**src/rtl/stopwatch_pkg.sv**
```systemverilog
// Shared types and helpers for the mm:ss stopwatch / countdown timer.
package stopwatch_pkg;

    // Controller states; the numeric values are visible on the state output.
    typedef enum logic [1:0] {
        ST_IDLE  = 2'd0,
        ST_RUN   = 2'd1,
        ST_PAUSE = 2'd2,
        ST_DONE  = 2'd3
    } sw_state_e;

    // Largest legal value of a units digit and of a tens digit in mm:ss.
    localparam logic [3:0] UNITS_MAX = 4'd9;
    localparam logic [3:0] TENS_MAX  = 4'd5;

    // Four packed BCD digits {min_tens, min_units, sec_tens, sec_units}.
    typedef logic [15:0] bcd_time_t;

    localparam bcd_time_t TIME_ZERO = 16'h0000;
    localparam bcd_time_t TIME_MAX  = 16'h5959;

    // Limit one BCD digit to dmax.
    function automatic logic [3:0] clamp_digit(input logic [3:0] d, input logic [3:0] dmax);
        return (d > dmax) ? dmax : d;
    endfunction

    // Force an arbitrary 16-bit preset into a legal mm:ss value, digit by digit.
    function automatic bcd_time_t clamp_time(input bcd_time_t t);
        return {clamp_digit(t[15:12], TENS_MAX),
                clamp_digit(t[11:8],  UNITS_MAX),
                clamp_digit(t[7:4],   TENS_MAX),
                clamp_digit(t[3:0],   UNITS_MAX)};
    endfunction

endpackage

```
**src/rtl/bcd_mmss_counter.sv**
```systemverilog
// Four-digit BCD mm:ss up/down counter with clear and load.
// value_nxt exposes the value the register takes at the next edge so the
// parent can register its display on that same edge.
module bcd_mmss_counter (
    input  logic        clk,
    input  logic        rst,
    input  logic        en,
    input  logic        dir,
    input  logic        ld,
    input  logic [15:0] ld_val,
    input  logic        clr,
    output logic [15:0] value,
    output logic [15:0] value_nxt,
    output logic        is_zero,
    output logic        rollover
);
    import stopwatch_pkg::*;

    bcd_time_t  value_q;
    bcd_time_t  value_d;
    bcd_time_t  step;
    logic [3:0] su, st, mu, mt;
    logic [3:0] su_n, st_n, mu_n, mt_n;

    assign {mt, mu, st, su} = value_q;

    // One-step neighbour of the current value: carries (up) or borrows (down) ripple from sec units upward.
    always_comb begin
        // NOTE: every variable written here is given a default first, so no path can leave it unassigned and infer a latch.
        su_n = su;
        st_n = st;
        mu_n = mu;
        mt_n = mt;
        if (!dir) begin
            if (su != UNITS_MAX) begin
                su_n = su + 4'd1;
            end else begin
                su_n = 4'd0;
                if (st != TENS_MAX) begin
                    st_n = st + 4'd1;
                end else begin
                    st_n = 4'd0;
                    if (mu != UNITS_MAX) begin
                        mu_n = mu + 4'd1;
                    end else begin
                        mu_n = 4'd0;
                        mt_n = (mt != TENS_MAX) ? mt + 4'd1 : 4'd0;
                    end
                end
            end
        end else begin
            if (su != 4'd0) begin
                su_n = su - 4'd1;
            end else begin
                su_n = UNITS_MAX;
                if (st != 4'd0) begin
                    st_n = st - 4'd1;
                end else begin
                    st_n = TENS_MAX;
                    if (mu != 4'd0) begin
                        mu_n = mu - 4'd1;
                    end else begin
                        mu_n = UNITS_MAX;
                        mt_n = (mt != 4'd0) ? mt - 4'd1 : TENS_MAX;
                    end
                end
            end
        end
    end

    assign step = {mt_n, mu_n, st_n, su_n};

    // Select the next value: clear beats load beats a counting step.
    always_comb begin
        value_d = value_q;
        if (clr) begin
            value_d = TIME_ZERO;
        end else if (ld) begin
            value_d = ld_val;
        end else if (en) begin
            value_d = step;
        end
    end

    // Count register with synchronous reset.
    always_ff @(posedge clk) begin
        // NOTE: sequential state uses non-blocking assignments so every flop samples pre-edge values.
        if (rst) begin
            value_q <= TIME_ZERO;
        end else begin
            value_q <= value_d;
        end
    end

    assign value     = value_q;
    assign value_nxt = value_d;
    assign is_zero   = (value_q == TIME_ZERO);
    assign rollover  = en && !clr && !ld && !dir && (value_q == TIME_MAX);

endmodule

```
**src/rtl/stopwatch_timer_ctrl.sv**
```systemverilog
// mm:ss stopwatch / countdown timer controller: prescaler, run-state FSM,
// lap freeze, alarm window and registered display outputs.
// A command that has no effect in the current state (e.g. load while running)
// does not mask lower-priority commands arriving in the same cycle.
module stopwatch_timer_ctrl #(
    parameter int CLK_HZ      = 50_000_000,
    parameter int TICK_HZ     = 1,
    parameter int ALARM_TICKS = 10
) (
    input  logic        clk,
    input  logic        rst,
    input  logic        start,
    input  logic        pause,
    input  logic        clear,
    input  logic        load,
    input  logic        mode,
    input  logic        lap,
    input  logic [15:0] preset,
    output logic [15:0] digits,
    output logic [1:0]  state,
    output logic        running,
    output logic        wrap,
    output logic        alarm,
    output logic        lap_active,
    output logic        tick_led
);
    import stopwatch_pkg::*;

    localparam int                DIV        = CLK_HZ / TICK_HZ;
    localparam int                PSC_W      = $clog2(DIV);
    localparam logic [PSC_W-1:0]  PSC_LAST   = PSC_W'(DIV - 1);
    localparam int                ACNT_W     = $clog2(ALARM_TICKS + 1);
    localparam logic [ACNT_W-1:0] ALARM_LAST = ACNT_W'(ALARM_TICKS - 1);

    sw_state_e         state_q, state_d;
    logic              mode_q, mode_d;
    logic [PSC_W-1:0]  psc_q, psc_d;
    logic              lap_q, lap_d;
    bcd_time_t         cap_q, cap_d;
    logic              alarm_q, alarm_d;
    logic [ACNT_W-1:0] acnt_q, acnt_d;
    logic              led_q, led_d;
    logic              wrap_q, wrap_d;
    bcd_time_t         digits_q, digits_d;
    logic              running_q, running_d;

    logic      tick;
    logic      cnt_en, cnt_ld, cnt_clr;
    bcd_time_t cnt_value, cnt_value_nxt;
    logic      cnt_zero, cnt_rollover;

    assign tick = (psc_q == PSC_LAST);

    bcd_mmss_counter u_counter (
        .clk       (clk),
        .rst       (rst),
        .en        (cnt_en),
        .dir       (mode_q),
        .ld        (cnt_ld),
        .ld_val    (clamp_time(preset)),
        .clr       (cnt_clr),
        .value     (cnt_value),
        .value_nxt (cnt_value_nxt),
        .is_zero   (cnt_zero),
        .rollover  (cnt_rollover)
    );

    // Next-state logic: command priority clear > load > pause > start > lap, then tick effects.
    always_comb begin
        state_d = state_q;
        mode_d  = mode_q;
        psc_d   = psc_q;
        lap_d   = lap_q;
        cap_d   = cap_q;
        alarm_d = alarm_q;
        acnt_d  = acnt_q;
        led_d   = led_q;
        cnt_en  = 1'b0;
        cnt_ld  = 1'b0;
        cnt_clr = 1'b0;

        unique case (state_q)
            ST_IDLE: begin
                psc_d = '0;
                if (clear) begin
                    cnt_clr = 1'b1;
                end else if (load) begin
                    cnt_ld = 1'b1;
                end else if (start && !(mode && cnt_zero)) begin
                    // A countdown from 00:00 has nothing to count, so it never starts.
                    state_d = ST_RUN;
                    mode_d  = mode;
                end
            end

            ST_RUN: begin
                if (clear) begin
                    state_d = ST_IDLE;
                    cnt_clr = 1'b1;
                    psc_d   = '0;
                    lap_d   = 1'b0;
                end else begin
                    // The cycle that takes the pause is still a RUN cycle and keeps its tick.
                    psc_d = tick ? '0 : psc_q + PSC_W'(1);
                    if (pause) begin
                        state_d = ST_PAUSE;
                    end else if (lap) begin
                        lap_d = !lap_q;
                        if (!lap_q) begin
                            cap_d = cnt_value;
                        end
                    end
                    if (tick) begin
                        led_d = !led_q;
                        if (mode_q && cnt_zero) begin
                            // Expiry wins over a same-cycle pause: the time has already run out.
                            state_d = ST_DONE;
                            alarm_d = 1'b1;
                            acnt_d  = '0;
                            lap_d   = 1'b0;
                        end else begin
                            cnt_en = 1'b1;
                        end
                    end
                end
            end

            ST_PAUSE: begin
                if (clear || load) begin
                    state_d = ST_IDLE;
                    cnt_clr = clear;
                    cnt_ld  = !clear;
                    psc_d   = '0;
                    lap_d   = 1'b0;
                end else if (start) begin
                    state_d = ST_RUN;
                end
            end

            ST_DONE: begin
                if (clear || load) begin
                    state_d = ST_IDLE;
                    cnt_clr = clear;
                    cnt_ld  = !clear;
                    psc_d   = '0;
                    alarm_d = 1'b0;
                    acnt_d  = '0;
                end else begin
                    psc_d = tick ? '0 : psc_q + PSC_W'(1);
                    if (tick) begin
                        led_d = !led_q;
                        if (alarm_q) begin
                            if (acnt_q == ALARM_LAST) begin
                                alarm_d = 1'b0;
                            end else begin
                                acnt_d = acnt_q + ACNT_W'(1);
                            end
                        end
                    end
                end
            end
        endcase
    end

    // Output values computed from next state so every output changes on the same edge as the count.
    always_comb begin
        wrap_d    = cnt_rollover;
        digits_d  = lap_d ? cap_d : cnt_value_nxt;
        running_d = (state_d == ST_RUN);
    end

    // Controller and output registers with synchronous reset.
    always_ff @(posedge clk) begin
        if (rst) begin
            state_q   <= ST_IDLE;
            mode_q    <= 1'b0;
            psc_q     <= '0;
            lap_q     <= 1'b0;
            cap_q     <= TIME_ZERO;
            alarm_q   <= 1'b0;
            acnt_q    <= '0;
            led_q     <= 1'b0;
            wrap_q    <= 1'b0;
            digits_q  <= TIME_ZERO;
            running_q <= 1'b0;
        end else begin
            state_q   <= state_d;
            mode_q    <= mode_d;
            psc_q     <= psc_d;
            lap_q     <= lap_d;
            cap_q     <= cap_d;
            alarm_q   <= alarm_d;
            acnt_q    <= acnt_d;
            led_q     <= led_d;
            wrap_q    <= wrap_d;
            digits_q  <= digits_d;
            running_q <= running_d;
        end
    end

    assign digits     = digits_q;
    assign state      = state_q;
    assign running    = running_q;
    assign wrap       = wrap_q;
    assign alarm      = alarm_q;
    assign lap_active = lap_q;
    assign tick_led   = led_q;

endmodule

```
**config.mk**
```make
export PLATFORM = sky130hd
export DESIGN_NAME = stopwatch_timer_ctrl
export DESIGN_NICKNAME = d
export VERILOG_FILES = /design/src/rtl/stopwatch_pkg.sv /design/src/rtl/bcd_mmss_counter.sv /design/src/rtl/stopwatch_timer_ctrl.sv
export SDC_FILE = /design/constraint.sdc
export NUM_CORES = 1
export LEC_CHECK = 0
export CORE_ASPECT_RATIO = 1.25
export CORE_MARGIN = 2
export CORE_UTILIZATION = 46
export DETAILED_ROUTE_END_ITERATION = 8
export PLACE_DENSITY = 0.69
export RECOVER_POWER = 100
export SETUP_SLACK_MARGIN = 0.1
export SLEW_MARGIN = 20
export SYNTH_ARGS = -nofsm -noshare
export SYNTH_HDL_FRONTEND = slang
export SYNTH_HIERARCHICAL = 1
export SYNTH_SLANG_ARGS = --single-unit
export TNS_END_PERCENT = 50
```
**constraint.sdc**
```tcl
create_clock -name clk -period 2.9 [get_ports clk]
set_input_delay 0.58 -clock clk [delete_from_list [all_inputs] [get_ports clk]]
set_output_delay 0.58 -clock clk [all_outputs]
set_load 0.01 [all_outputs]
```
==> impl_results.md <==
- Die area: 13500 um2
- Synth Area in Compound Gates: 17.2%
- WL/cell: 17.7 um
- Crit path launch type: flop
- Slew @ Worst Pin: 0.973 ns
- Sequential cell area fraction in the yosys report: between 20 and 30%
- IO Pins: 47
- TritonCTS buffer count: 9
- Drt drc: 0
- Max transition margin: 35.1%
- Worst Hold Class: reg -> reg
- Fin cells: 978
- Power per cell area: 388 nW/um2
- Initial DRT Pass Iterations: 5
- Die height: 129 um
- CP max FO: 6
- Simple-gate portion of the synthesized area: between 30% and 40%
- Mux share of post-synthesis cell area: roughly 3.9%
- R2R Path Start: u_counter/value[12]$_SDFF_PP0_
- First-pass GRT wire length: 28100 um
- Min cycle time layout: approximately 2.8 ns
- Area growth, synth to finish: 32.5%
- Gr ovfl total: 0
- GPL Wtd Cong: 1.01
- CTS tree: yes
- Sequential cell area: around 1700 um2
- Core Region: 12200 um2
- Chip width: between 100 and 150 um
- Leakage: 2.85 nW
- Max-cap violations: 0
- H-tree levels: 3
- Post-synthesis cell area: 5770 um2
- Initial antenna violation count: 0
- Clk sink count: 86
- Largest net degree at the start of global routing: 31
- Mapped Avg Cell Area: 8.40 um2
- Share of layout cells above drive strength 1: 28.1%
- Routed Antenna Nets: 0
- CP startpoint: u_counter/value[12]$_SDFF_PP0_
- Inst Count DP: roughly 950
- Arrival time at the worst endpoint: 3.15 ns
- Number of global-route vias before repair: 5857
- Clock Skews: 0.00635 ns
- Post-Synth Adder-Cell Area: roughly 4.6%
- Vias per cell: 5.88
- Hpwl dp: 12500 um
- Slew Viols, Final: 0
- Max Fclk: 0.352 GHz
- Row Count: 45
- Critical path class: reg -> reg
- Clock Tree Root: clkbuf_16
- NumNets Final: approximately 850
- Endpoints failing setup: 0
- Top FF cell, synth: dfxtp_1
- ANT cells: 0
- Final Cycle Share: a little over nine tenths
- Share of flip-flops with an asynchronous set or reset: 0%
- Syn Inst Count: 686
- Worst VDD drop: 0.000325 V
- Worst Hold Launch: cap_q[4]$_SDFF_PP0_
- Worst-path clk slew: around 0.070 ns
- Post-Route WL: 17300 um
- EDFF count, synth: 0
- Initial DRC count: 335
- Multi-input logic area: 3910 um2
- Worst Path Required: 3.20 ns
- Vias: 5749
- Clock Latency Late Sink: 0.35 ns
- Status: finished, final reports clean
- Number of distinct library cells after synthesis: between 90 and 100
- Synth warn: 6
- Total track usage: 25.9%
- Main combinational cell family by area after synthesis: simple AND/OR/NAND/NOR gates
- Setup TNS: 0 ns
- Initial cell density of the core: 47.2%
- Buffers on Ports: 46
- Filler cell count: 1085
- Final hold vios: 0
- Seq cells post-synth: 86
- RSZ-0062 raised after global routing: true
- Element type at the critical path end: flop
- Post-synthesis xor/xnor area fraction: 3.19%
- Longest Clk Path Bufs: 2
==> metrics by stage <==
stage                     hold WS, ns  area [um2]  setup slack, ns  util [%]  power, mW
after floorplan                 0.437        5860            0.103         -       1.54
after global placement          0.443        7000          -0.0651      57.3       1.75
after detailed placement        0.451        7000           -0.118      57.3       1.76
after CTS                       0.459        7430          0.00533      60.8       2.97
after global routing            0.488        7640          -0.0296      62.5       3.08
final                           0.459        7640           0.0579      62.5       2.96
==> routing by layer <==
| layer | share of wire, % | routed length [um] | GRT usage, % |
|---|---|---|---|
| met4 | 3.2 | 550 | 11.4 |
| met1 | 39 | 6680 | 27.7 |
| met2 | 54 | 9330 | 50.5 |
| met5 | 0 | 0 | 0 |
| met3 | 4.5 | 780 | 4.02 |
==> cell usage in the layout, fill, tap and decap left out, types with 8 or more instances in the layout <==
cell type,count
o21ai_0,25
nor3_1,14
nor2_1,50
nor4_1,16
clkbuf_16,9
nand4_1,13
ha_1,16
nor2b_1,30
buf_4,102
nand2_1,60
nand2b_1,13
dlygate4sd3_1,19
dfxtp_1,77
inv_1,23
a21oi_1,39
clkdlybuf4s50_1,26
nand3b_1,8
nand3_1,18
xnor2_1,18
mux2_4,11
==> worst paths after layout <==
kind,to,slack (ns),cells past startpoint
max,digits[3]$_SDFF_PP0_,0.06,15
min,cap_q[4]$_SDFF_PP0_,0.46,2
max reg2reg,digits[3]$_SDFF_PP0_,0.06,15
min reg2reg,cap_q[4]$_SDFF_PP0_,0.46,2
==> final cells by class <==
| cell class | instances | share of cell area [%] |
|---|---|---|
| clock inverter | 7 | 1.05 |
| timing repair buffer | 160 | 18.0 |
| tap | 164 | 2.69 |
| clock buffer | 9 | 2.95 |
| multi-input combinational | 524 | 51.1 |
| inverter | 28 | 1.41 |
| sequential | 86 | 22.8 |
==> synthesized netlist by cell type (9+ instances only) <==
| cell type | count | area, um2 |
|---|---|---|
| nand3_1 | 18 | 90.1 |
| clkbuf_1 | 22 | 82.6 |
| nand2_1 | 60 | 225 |
| xnor2_1 | 18 | 158 |
| inv_1 | 28 | 105 |
| mux2_4 | 9 | 135 |
| nand2b_1 | 13 | 81.3 |
| ha_1 | 21 | 263 |
| a21oi_1 | 40 | 200 |
| nor2b_1 | 32 | 200 |
| nor4_1 | 21 | 131 |
| nand4_1 | 13 | 81.3 |
| buf_2 | 14 | 70.1 |
| a31oi_1 | 9 | 56.3 |
| nor2_1 | 51 | 191 |
| o21ai_0 | 27 | 135 |
| nor3_1 | 15 | 75.1 |
| dfxtp_1 | 86 | 1720 |
==> registers in the layout, indices dropped and copies added, names as in the netlist, named ones only <==
register / flops
running: 1
acnt_q: 4
wrap: 1
digits: 16
state: 2
psc_q: 26
cap_q: 16
tick_led: 1
mode_q: 1
u_counter/value: 16
alarm: 1
==> report_power, final <==
part / internal, mW / total, mW / switching [mW]
Clock: 0.676 / 1.19 / 0.514
Sequential: 1.21 / 1.22 / 0.0191
Combinational: 0.256 / 0.549 / 0.293
Total: 2.14 / 2.96 / 0.826
==> timing repair <==
action                     4_1_cts  5_1_grt
setup endpoints to repair       14       17
gates resized for setup         19       28
gates cloned                     0        0
hold buffers                     0        0
pin swaps                       13       25
setup buffers                    7        9
==> critical path: stages (launching register included) <==
cell and delay (ns):
dfxtp_4 0.35, inv_4 0.06, ha_4 0.13, or2b_4 0.27, nor2_4 0.10, and4_4 0.22
and2_4 0.15, nor4_4 0.04, buf_6 0.15, buf_6 0.13, buf_4 0.13, and4b_1 0.18
o311a_1 0.32, nor4_1 0.24, nor2b_2 0.17, mux2_4 0.14
==> cells by family (layout without fill, tap and decap cells) <==
kind of cell / Yosys count / after routing
and+or+nand+nor: 321 / 321
AOI/OAI and AO/OA: 142 / 142
DFF: 86 / 86
buffers and inverters: 77 / 204
adders and majority gates: 21 / 21
xor gates and xnor gates: 21 / 21
muxes: 17 / 17
other: 1 / 2
(Power assumes the default switching activity.)
